--- src/rtl/cpu_pkg.sv ---
// Shared core types: memory-arbiter FSM states, access owner encoding and
// the full-word byte-enable mask.
package cpu_pkg;

    typedef enum logic {
        ARB_IDLE,
        ARB_WAIT
    } arb_state_t;

    typedef enum logic {
        OWNER_IF,
        OWNER_DM
    } arb_owner_t;

    localparam logic [3:0] MEM_BE_ALL = 4'hF;

endpackage

--- src/rtl/mem_arb_grant.sv ---
// Combinational grant logic for mem_arbiter: data has priority unless fetch
// has already waited through STARVE_LIMIT consecutive data grants.
module mem_arb_grant #(
    parameter int unsigned STARVE_LIMIT = 4,
    parameter int unsigned SC_W         = 3
) (
    input  logic            free,
    input  logic            if_req_valid,
    input  logic            dm_req_valid,
    input  logic [SC_W-1:0] starve_cnt,
    output logic            grant_if,
    output logic            grant_dm
);

    always_comb begin
        grant_if = free && if_req_valid &&
                   (!dm_req_valid || (starve_cnt == SC_W'(STARVE_LIMIT)));
        grant_dm = free && dm_req_valid && !grant_if;
    end

endmodule

--- src/rtl/mem_arbiter.sv ---
// Fetch/load-store arbiter in front of a single-port fixed-latency memory.
// Define MEM_ARB_PERF_EN to add the saturating stall counters perf_*_stall_cnt.
module mem_arbiter
    import cpu_pkg::*;
#(
    parameter int unsigned ADDR_W       = 32,
    parameter int unsigned DATA_W       = 32,
    parameter int unsigned MEM_LATENCY  = 1,
    parameter int unsigned STARVE_LIMIT = 4
) (
    input  logic              clk,
    input  logic              rst_n,
    input  logic              if_req_valid,
    output logic              if_req_ready,
    input  logic [ADDR_W-1:0] if_req_addr,
    output logic              if_rsp_valid,
    output logic [DATA_W-1:0] if_rsp_data,
    input  logic              dm_req_valid,
    output logic              dm_req_ready,
    input  logic [ADDR_W-1:0] dm_req_addr,
    input  logic              dm_req_we,
    input  logic [DATA_W-1:0] dm_req_wdata,
    input  logic [3:0]        dm_req_be,
    output logic              dm_rsp_valid,
    output logic [DATA_W-1:0] dm_rsp_data,
    output logic              mem_en,
    output logic              mem_we,
    output logic [ADDR_W-1:0] mem_addr,
    output logic [DATA_W-1:0] mem_wdata,
    output logic [3:0]        mem_be,
    input  logic [DATA_W-1:0] mem_rdata,
`ifdef MEM_ARB_PERF_EN
    output logic [31:0]       perf_if_stall_cnt,
    output logic [31:0]       perf_dm_stall_cnt,
`endif
    output logic              busy
);

    localparam int unsigned CNT_W = (MEM_LATENCY > 1) ? $clog2(MEM_LATENCY) : 1;
    localparam int unsigned SC_W  = $clog2(STARVE_LIMIT + 1);

    arb_state_t       state_q, state_d;
    arb_owner_t       owner_q, owner_d;
    logic             owner_we_q, owner_we_d;
    logic [CNT_W-1:0] cnt_q, cnt_d;
    logic [SC_W-1:0]  starve_q, starve_d;
    logic             free, rsp_cycle, grant_if, grant_dm;

    // Gated by rst_n so no strobe or ready escapes while reset is held.
    assign free = rst_n && ((state_q == ARB_IDLE) ||
                            ((state_q == ARB_WAIT) && (cnt_q == '0)));

    mem_arb_grant #(
        .STARVE_LIMIT(STARVE_LIMIT),
        .SC_W        (SC_W)
    ) u_grant (
        .free        (free),
        .if_req_valid(if_req_valid),
        .dm_req_valid(dm_req_valid),
        .starve_cnt  (starve_q),
        .grant_if    (grant_if),
        .grant_dm    (grant_dm)
    );

    always_ff @(posedge clk or negedge rst_n) begin
        if (!rst_n) begin
            state_q    <= ARB_IDLE;
            owner_q    <= OWNER_IF;
            owner_we_q <= 1'b0;
            cnt_q      <= '0;
            starve_q   <= '0;
        end else begin
            state_q    <= state_d;
            owner_q    <= owner_d;
            owner_we_q <= owner_we_d;
            cnt_q      <= cnt_d;
            starve_q   <= starve_d;
        end
    end

    always_comb begin
        state_d    = state_q;
        owner_d    = owner_q;
        owner_we_d = owner_we_q;
        cnt_d      = cnt_q;
        starve_d   = starve_q;

        if (grant_if || grant_dm) begin
            state_d    = ARB_WAIT;
            cnt_d      = CNT_W'(MEM_LATENCY - 1);
            owner_d    = grant_dm ? OWNER_DM : OWNER_IF;
            owner_we_d = grant_dm && dm_req_we;
        end else if (state_q == ARB_WAIT) begin
            if (cnt_q != '0) begin
                cnt_d = cnt_q - CNT_W'(1);
            end else begin
                state_d = ARB_IDLE;
            end
        end

        if (!if_req_valid || grant_if) begin
            starve_d = '0;
        end else if (grant_dm && (starve_q != SC_W'(STARVE_LIMIT))) begin
            starve_d = starve_q + SC_W'(1);
        end
    end

    always_comb begin
        if_req_ready = grant_if;
        dm_req_ready = grant_dm;
        mem_en       = grant_if || grant_dm;
        mem_we       = grant_dm && dm_req_we;
        mem_addr     = grant_dm ? dm_req_addr : (grant_if ? if_req_addr : '0);
        mem_wdata    = grant_dm ? dm_req_wdata : '0;
        mem_be       = grant_dm ? dm_req_be : (grant_if ? MEM_BE_ALL : '0);

        rsp_cycle    = (state_q == ARB_WAIT) && (cnt_q == '0);
        if_rsp_valid = rsp_cycle && (owner_q == OWNER_IF);
        dm_rsp_valid = rsp_cycle && (owner_q == OWNER_DM);
        if_rsp_data  = if_rsp_valid ? mem_rdata : '0;
        dm_rsp_data  = (dm_rsp_valid && !owner_we_q) ? mem_rdata : '0;
        busy         = (state_q == ARB_WAIT);
    end

`ifdef MEM_ARB_PERF_EN
    always_ff @(posedge clk or negedge rst_n) begin
        if (!rst_n) begin
            perf_if_stall_cnt <= '0;
            perf_dm_stall_cnt <= '0;
        end else begin
            if (if_req_valid && !grant_if && (perf_if_stall_cnt != '1)) begin
                perf_if_stall_cnt <= perf_if_stall_cnt + 32'd1;
            end
            if (dm_req_valid && !grant_dm && (perf_dm_stall_cnt != '1)) begin
                perf_dm_stall_cnt <= perf_dm_stall_cnt + 32'd1;
            end
        end
    end
`endif

    // Requester contract: a pending request stays valid and unchanged until accepted.
    a_if_hold: assert property (@(posedge clk) disable iff (!rst_n)
        (if_req_valid && !if_req_ready) |=> (if_req_valid && $stable(if_req_addr)));

    a_dm_hold: assert property (@(posedge clk) disable iff (!rst_n)
        (dm_req_valid && !dm_req_ready) |=>
            (dm_req_valid && $stable({dm_req_addr, dm_req_we, dm_req_wdata, dm_req_be})));

endmodule

--- config.mk ---
export PLATFORM = sky130hd
export DESIGN_NAME = mem_arbiter
export DESIGN_NICKNAME = d
export VERILOG_FILES = /design/src/rtl/cpu_pkg.sv /design/src/rtl/mem_arb_grant.sv /design/src/rtl/mem_arbiter.sv
export SDC_FILE = /design/constraint.sdc
export NUM_CORES = 1
export LEC_CHECK = 0
export ABC_AREA = 1
export BUFFER_PORTS_ARGS = -buffer_cell sky130_fd_sc_hd__clkbuf_2
export CORE_AREA = 2 2 107 109
export CTS_CLUSTER_DIAMETER = 100
export DETAILED_ROUTE_END_ITERATION = 7
export DIE_AREA = 0 0 109 111
export SLEW_MARGIN = 20
export SYNTH_ARGS = -nofsm -noshare
export SYNTH_HDL_FRONTEND = slang
export SYNTH_SLANG_ARGS = --single-unit
export TNS_END_PERCENT = 1
--- constraint.sdc ---
create_clock -name clk -period 1.4 [get_ports clk]
set_input_delay 0.14 -clock clk [delete_from_list [all_inputs] [get_ports clk]]
set_output_delay 0.14 -clock clk [all_outputs]
set_load 0.02 [all_outputs]
==> qor.csv <==
metric;value;unit
dr_wl_met2;4100;um
grt_overflow;0;
synth_warnings;0;
yosys.area_share.xor_xnor;0;
drv_slew;0;
grt_pass1_vias;2482;
hold_slack;0.153;ns
dpl_worst_slack;-0.0857;ns
powerDensity;530;nW/um^2
synth_adder_area_share;0.0159;
wl_per_cell;10.1;um
intPower;1.09;mW
die_h;111;um
hold_path.class;in -> reg;
utilization;0.322;
start_kind;flip-flop;
setup_ws;-0.330;ns
tightest_slew;0.208;ns
num_vias;2868;
grt_use_total;0.109;
syn_inst;333;
min_period;1.73;ns
clockPowerShare;0.247;
crit_type;reg -> out;
clock_latency;0.23;ns
num-nets-final;749;
status;complete, but fails checks;
drtIter0Drc;60;
skew;0.00252;ns
cts_sinks;6;
initial_core_util;0.142;
synth_top_family_by_area;simple AND/OR/NAND/NOR gates;
violations;negative setup slack;
cts_tree;built;
cts-htree-levels;1;
cts_made_buffers;3;
post-dp-hpwl;6230;um
viasPerCell;3.82;
seq_power_share;0.104;
setup_tns;-23.22;ns
setup_violations;103;
cp.arrival;1.59;ns
drt_first_pass_iters;6;
worstPathRequired;1.26;ns
wl_met3;736;um
clk_pin_slew;0.04;ns
area_growth;127;%
yosys.area_share.simple;0.584;
ant_nets;0;
core.rowCount;39;
switching_share;0.427;
drc_errors;0;
worst-path-max-fanout;6;
num_antenna_cells;0;
vdd_drop_max;0.328;mV
synth.ff_latch_count;6;
met1_length;2740;um
die_x;109;um
slew_headroom;0.861;
die_area;12100;sq um
synth.avg_cell_area;4.72;sq um
pwr-share-comb;0.649;
worstSetupEndpointType;output pin;
numPortBuffers;275;
coreArea;11100;sq um
routed_wl;7600;um
netlist-cell-type-count;17;
clk_path_buf_depth;2;
muxShareOfSynthArea;0;
io_pins;276;
post-route-period-util;1.24;
gp_congestion;0.736;
synth_compound_area_frac;0.00319;
rsz0062_at_grt;true;
final_hold_viol_count;0;
cts_root_buf;clkbuf_16;
power_switching;808;uW
yosysSeqAreaShare;0.0956;
grt_pass1_wl;10900;um
grt_max_degree;35;
synth_area;1570;sq um
layout-drive-gt1-share;0.525;
highest_layer;met4;
syn_nets;472;
cap_violations;0;
power_leakage;2.51;nW
antenna_found_initial;0;
max_freq;578;MHz
## routing by layer
layer	GRT usage	up-vias
li1	-	1495
met1	0.111	1206
met2	0.226	165
met3	0.0135	2
met4	0.0231	0
met5	0	-
## area by class of cell
| type | instances | area, sq um |
|---|---|---|
| Timing Repair Buffer | 293 | 1890 |
| Sequential cell | 6 | 150 |
| Multi-Input combinational cell | 229 | 982 |
| Clock buffer | 3 | 75.1 |
| Inverter | 77 | 290 |
| Fill cell | 1233 | 7510 |
| Tap cell | 143 | 179 |
## power by group through the flow
| stage | Combinational [mW] | Sequential (mW) | Clock, mW |
|---|---|---|---|
| floorplan | 0.634 | 0.200 | 0 |
| global route | 1.33 | 0.197 | 0.483 |
| detailed placement | 1.11 | 0.197 | 0 |
| finish | 1.23 | 0.196 | 0.467 |
| global placement | 1.11 | 0.197 | 0 |
| CTS | 1.20 | 0.195 | 0.472 |
## path summary, 6_finish.rpt
check / slack (ns) / start / to / cells past startpoint
worst max-delay path: -0.33 / starve_q[0]$_DFFE_PN0P_ / mem_addr[3] / 10
worst min-delay path: 0.15 / if_req_valid / starve_q[2]$_DFFE_PN0P_ / 3
worst max register to register: 0.11 / starve_q[0]$_DFFE_PN0P_ / owner_we_q$_DFFE_PN0P_ / 9
worst min register to register: 0.52 / owner_we_q$_DFFE_PN0P_ / owner_we_q$_DFFE_PN0P_ / 2
max in group asynchronous: 0.91 / rst_n / owner_we_q$_DFFE_PN0P_ / 3
min in group asynchronous: 0.37 / rst_n / starve_q[2]$_DFFE_PN0P_ / 3
## cell families (layout without fill, tap and decap cells)
| family | Yosys count | count (layout) |
|---|---|---|
| adder cells (fa/ha/maj) | 2 | 2 |
| AND/OR/NAND/NOR | 226 | 226 |
| flip-flops | 6 | 6 |
| buffers and inverters | 98 | 373 |
| AO/OA/AOI/OAI | 1 | 1 |
## cell usage after synthesis (all sizes together)
cell type,number,area (sq um)
clkbuf,1,13.8
ha,2,25.0
inv,76,285
clkinv,1,5.00
nand2,91,352
or2,1,6.26
nand3,37,185
nor2,97,374
dfrtp,6,150
buf,20,169
o21ai,1,5.00
## critical path, cell delays in order, from the launching register on
cell and delay, ns:
dfrtp_1 0.35, inv_2 0.05, ha_1 0.19, nand2_1 0.07, nand2_2 0.06, nand2_4 0.09
clkinv_2 0.09, buf_4 0.17, nand2_1 0.06, nand2_1 0.06, buf_2 0.16
## cells in the final DEF (no fill, tap or decap), drive strengths merged
master / instances
ha: 2
nor2: 97
clkinv: 1
clkbuf: 185
buf: 110
nand2: 91
nand3: 37
o21ai: 1
dlygate4sd3: 1
dfrtp: 6
or2: 1
inv: 76
## stage by stage
step / power (mW) / cells / cell area [sq um]
after floorplan: 0.834 / 333 / 1570
after global placement: 1.31 / 747 / 3130
after detailed placement: 1.31 / 747 / 3130
after CTS: 1.86 / 751 / 3490
after global routing: 2.01 / 751 / 3570
final: 1.89 / 751 / 3570
## registers in the layout, indices dropped and copies added, names as in the netlist
register    cells
busy            1
owner_q         1
owner_we_q      1
starve_q        3
## what timing repair did
item / in CTS / in global routing
setup endpoints to repair: 135 / 136
setup buffers: 0 / 0
hold endpoints to repair: 6 / 0
resized for setup: 97 / 123
gates cloned: 0 / 0
pin swaps: 0 / 1
hold buffers: 1 / 0
Note: power is estimated with default switching activity, not from simulation.
